`config.mk`:
```
export PLATFORM = sky130hd
export DESIGN_NAME = mem_arbiter
export DESIGN_NICKNAME = d
export VERILOG_FILES = /design/src/rtl/mem_arbiter.sv
export SDC_FILE = /design/constraint.sdc
export NUM_CORES = 1
export LEC_CHECK = 0
export CAP_MARGIN = 20
export CORE_MARGIN = 2
export CORE_UTILIZATION = 39
export CTS_CLUSTER_DIAMETER = 40
export DETAILED_ROUTE_END_ITERATION = 6
export PLACE_DENSITY = 0.77
export SETUP_SLACK_MARGIN = 0.3
export SYNTH_ARGS = -nofsm -noshare
export SYNTH_HDL_FRONTEND = slang
export SYNTH_SLANG_ARGS = --single-unit
export TNS_END_PERCENT = 50
```
`constraint.sdc`:
```
create_clock -name clock -period 1.7 [get_ports clock]
set_input_delay 0.34 -clock clock [delete_from_list [all_inputs] [get_ports clock]]
set_output_delay 0.34 -clock clock [all_outputs]
set_load 0.05 [all_outputs]
```
`src/rtl/mem_arbiter.sv`:
```
// ----------------------------------------------------------------------------
// mem_arbiter
//
// Shares one registered data memory (1-cycle read latency) between the
// processor port (p_*) and the debug/loader port (d_*).
//
// The processor has default priority. A starvation counter bounds how long
// the debug port can wait: after STARVE_LIMIT consecutive processor grants
// while d_req is pending, the debug port wins one cycle.
//
// Ports
//   clock                    single clock, rising-edge active
//   reset                    synchronous, active-low
//   p_req/p_wren/p_addr/p_wdata   processor request, write flag, address, data
//   p_grant/p_rvalid/p_rdata      processor grant, read return valid and data
//   p_stall                  processor pipeline stall (request not granted)
//   d_req/d_wren/d_addr/d_wdata   debug/loader request, write flag, address, data
//   d_grant/d_rvalid/d_rdata      debug grant, read return valid and data
//   address_dmem/data/wren   memory address, write data, write enable
//   q_dmem                   memory read data, valid one cycle after address
// ----------------------------------------------------------------------------
module mem_arbiter #(
    parameter int ADDR_W       = 12,
    parameter int DATA_W       = 32,
    parameter int STARVE_LIMIT = 4
) (
    input  logic              clock,
    input  logic              reset,
    input  logic              p_req,
    input  logic              p_wren,
    input  logic [ADDR_W-1:0] p_addr,
    input  logic [DATA_W-1:0] p_wdata,
    output logic              p_grant,
    output logic              p_rvalid,
    output logic              p_stall,
    output logic [DATA_W-1:0] p_rdata,
    input  logic              d_req,
    input  logic              d_wren,
    input  logic [ADDR_W-1:0] d_addr,
    input  logic [DATA_W-1:0] d_wdata,
    output logic              d_grant,
    output logic              d_rvalid,
    output logic [DATA_W-1:0] d_rdata,
    output logic [ADDR_W-1:0] address_dmem,
    output logic [DATA_W-1:0] data,
    output logic              wren,
    input  logic [DATA_W-1:0] q_dmem
);

    localparam int CNT_W = (STARVE_LIMIT < 1) ? 1 : $clog2(STARVE_LIMIT + 1);
    localparam logic [CNT_W-1:0] LIMIT = CNT_W'(STARVE_LIMIT);

    logic [CNT_W-1:0]  cnt_p0;
    logic [ADDR_W-1:0] addr_hold_p0;
    logic [DATA_W-1:0] data_hold_p0;
    logic              p_vld_p1;
    logic              d_vld_p1;
    logic [DATA_W-1:0] p_rdata_hold_p1;
    logic [DATA_W-1:0] d_rdata_hold_p1;

    // Stage p0: combinational arbitration and memory drive
    always_comb begin
        p_grant      = reset && p_req && (!d_req || (cnt_p0 < LIMIT));
        d_grant      = reset && d_req && (!p_req || (cnt_p0 == LIMIT));
        p_stall      = p_req && !p_grant;
        wren         = (p_grant && p_wren) || (d_grant && d_wren);
        address_dmem = addr_hold_p0;
        data         = data_hold_p0;
        if (p_grant) begin
            address_dmem = p_addr;
            data         = p_wdata;
        end else if (d_grant) begin
            address_dmem = d_addr;
            data         = d_wdata;
        end
    end

    // The memory bus keeps its last driven value on idle cycles.
    always_ff @(posedge clock) begin
        addr_hold_p0 <= address_dmem;
        data_hold_p0 <= data;
    end

    // Stage p1: read return, one cycle after the granting cycle
    always_comb begin
        // A reset landing on the return cycle kills the return immediately.
        p_rvalid = p_vld_p1 && reset;
        d_rvalid = d_vld_p1 && reset;
        p_rdata  = p_rvalid ? q_dmem : p_rdata_hold_p1;
        d_rdata  = d_rvalid ? q_dmem : d_rdata_hold_p1;
    end

    always_ff @(posedge clock) begin
        if (!reset) begin
            cnt_p0          <= '0;
            p_vld_p1        <= 1'b0;
            d_vld_p1        <= 1'b0;
            p_rdata_hold_p1 <= '0;
            d_rdata_hold_p1 <= '0;
        end else begin
            // Counts processor wins while debug waits; saturates at the limit.
            if (d_grant || !d_req) begin
                cnt_p0 <= '0;
            end else if (p_grant && (cnt_p0 != LIMIT)) begin
                cnt_p0 <= cnt_p0 + 1'b1;
            end
            p_vld_p1        <= p_grant && !p_wren;
            d_vld_p1        <= d_grant && !d_wren;
            p_rdata_hold_p1 <= p_rdata;
            d_rdata_hold_p1 <= d_rdata;
        end
    end

endmodule

```
==> results.yml <==
worst_setup_path:
  cp.arrival_ps: 1940
  worst_path_max_delay_cell: "dfxtp_2"
  cp.buffers_inverters: 3
  crit_fanout: 17
  cp.depth: 7
  path_class: "flip-flop to primary output"
  start_kind: "flip-flop"
  crit_required_ps: 1360
  critPathMaxStageDelay_ps: 320
  cp_top_family: "compound AO/OA/AOI/OAI gates"
  worstPathCellList: "inv_2 -> ha_4 -> a21bo_4 -> buf_16 -> nand4_1 -> a31oi_4 -> buf_12"
  end_kind: "primary output"
  r2r_cells: 7
clocking:
  cts_made_buffers: 17
  cts_buffer_depth: 2
  insertion_delay_ps: 410
  path_clk_slew_ps: 50
  cts_tree: "yes"
  cts.sinks: 113
  cts-htree-levels: 4
  clock_tree.root_cell: "clkbuf_16"
  postCtsHoldBufs: 0
power:
  power_frac_clock: 0.380
  switching_share: 0.3011
  power.total_mw: 10.10
  p_seq_frac: 0.292
  p_sw_mw: 3.042
  p_int_mw: 7.061
  p_comb_frac: 0.328
  powerDensity_mw_per_mm2: 903.9
  irDropWorstVdd_mv: 0.7009
  power.leakage_nw: 4.298
grt:
  antenna_found_initial: 0
  grt_pass1_wl_mm: 31.20
  gr-total-overflow: 0
  grt_usage: 0.2649
  grt_pass1_vias: 5945
  grt_max_degree: 53
synthesis:
  synth_area_per_cell_um2: 9.789
  synth_nets: 701
  syn_area_mm2: 0.005609
  seq_area_frac_synth: 0.4033
  yosysWarnings: 0
  ys_ff_latch: 113
  synthCells: 573
  ys_types: 29
floorplan:
  start_util: 0.4010
  pin_count: 240
  core_area_mm2: 0.01399
  rows: 43
  die_y_um: 123.9
  die_area_mm2: 0.01536
  chipWidth_um: 123.9
timing:
  hold_viol_final: 0
  max_slew_margin: 0.5876
  fin_crit_ps: 2281
  fmax_ghz: 0.4383
  period_share: 1.342
  setup_viol: 113
  tightest_slew_ps: 618.7
  fin_skew_ps: 8.078
  whs_ps: 512.0
  fin_setup_tns_ps: -39850
  rsz0062_at_grt: "true"
  maxSlewViolCount: 0
  setup_ws_ps: -581.4
min_path:
  hold_depth: 2
  hp-class: "flip-flop to flip-flop"
finish:
  area_growth_pct: 99.26
  nets: 969
  antenna_cells: 0
  stdcell_area_mm2: 0.01118
  drive_gt1_frac: 0.4502
status:
  status: "finished, violations left"
  failed_checks: "negative setup slack"
route:
  ant_nets: 0
  drt-total-wl_mm: 21.66
  drc: 0
  viasPerCell: 5.613
  avgRoutedWirePerCell_um: 20.97
  drt_iter0_markers: 332
  vias: 5798
  firstDrtPassIters: 5
placed_design:
  dpl.hpwl_mm: 12.82
  placed_area_mm2: 0.009467
  io_buffers: 239
  gp_congestion: 0.8213
  place_ws_ps: -625.2
run:
  max_cap_violations: 0
## synth_stat cells (all sizes together)
library cell | number | area [um2]
and2 | 4 | 26.28
buf | 42 | 311.6
nand3 | 1 | 5.000
o31ai | 2 | 15.01
a21bo | 1 | 10.01
a22o | 1 | 8.760
a31oi | 44 | 275.3
a21boi | 1 | 18.77
ha | 2 | 25.02
dfxtp | 113 | 2262
nor2b | 64 | 400.4
clkbuf | 17 | 80.08
mux2i | 64 | 640.6
nor3 | 45 | 225.2
nor2 | 3 | 11.26
mux2 | 64 | 720.7
nand4 | 46 | 287.8
o21ai | 44 | 220.2
nand2 | 7 | 31.28
a21oi | 3 | 15.01
inv | 5 | 18.77
## tightest hold or removal path, stage by stage, from the launching register on
cell and delay (ps):
dfxtp_1 320, mux2i_1 60, nor2b_1 90
## path summary, 6_finish.rpt
kind | end | start | slack, ps
setup / recovery | address_dmem[3] | cnt_p0[1] | -580
setup reg to reg | data_hold_p0[30] | cnt_p0[2] | 100
hold reg to reg | d_rdata_hold_p1[25] | d_rdata_hold_p1[25] | 510
hold / removal | d_rdata_hold_p1[25] | d_rdata_hold_p1[25] | 510
## routing by layer
layer,track usage,vias up,wire [um]
met5,0,-,0
met4,0.09691,0,517
met3,0.08929,45,1894
met2,0.4694,274,11080
met1,0.2944,2820,8167
li1,-,2659,-
## metrics by stage
stage	utilization	instances
CTS	0.7731	1026
detailed placement	0.6767	983
floorplan	-	573
finish	0.7990	1033
global route	0.7990	1033
global placement	0.6767	983
## layout by cell type (no fill, tap or decap), drive strengths merged
cell type / count
a21bo: 1
a21boi: 1
a21oi: 3
a22o: 1
a31oi: 44
and2: 4
buf: 182
bufinv: 4
clkbuf: 24
clkdlybuf4s50: 122
clkinv: 3
clkinvlp: 2
dfxtp: 113
dlygate4sd2: 2
ha: 2
inv: 5
mux2: 64
mux2i: 64
nand2: 7
nand3: 1
nand4: 46
nor2: 3
nor2b: 64
nor3: 45
o21ai: 44
o31ai: 2
## registers in the layout, indices dropped and copies added, names as in the netlist
register         flops
addr_hold_p0        12
cnt_p0               3
d_rdata_hold_p1     32
d_vld_p1             1
data_hold_p0        32
p_rdata_hold_p1     32
p_vld_p1             1
## layout make-up
cell class | instances | area [um2]
clock buffer | 22 | 484.2
clock inverter | 9 | 153.9
multi-input combinational | 396 | 4009
tap | 180 | 225.2
timing repair buffer | 308 | 4015
fill | 785 | 2811
sequential | 113 | 2271
inverter | 5 | 18.77
## repair_timing
item | in CTS | in global routing
gates cloned | 6 | 2
pin swaps | 22 | 22
endpoints found under the setup margin | 161 | 167
buffers inserted | 6 | 5
resized for setup | 133 | 68
## cells by family after synthesis
kind of cell,Yosys count,share of synthesized area
flip-flops,113,0.4033
AND/OR/NAND/NOR,170,0.1760
multiplexers,128,0.2427
AO/OA/AOI/OAI,96,0.1004
buffers and inverters,64,0.07317
adder cells (fa/ha/maj),2,0.004461
## power by group through the flow
stage / Combinational, mW / Sequential, mW / Clock, mW
floorplan: 1.75 / 2.97 / 0
detailed placement: 3.06 / 2.99 / 0
global placement: 3.03 / 2.98 / 0
finish: 3.31 / 2.95 / 3.84
CTS: 3.22 / 2.94 / 3.86
global route: 3.43 / 2.97 / 3.99
Power figures use the tool's default switching activity.
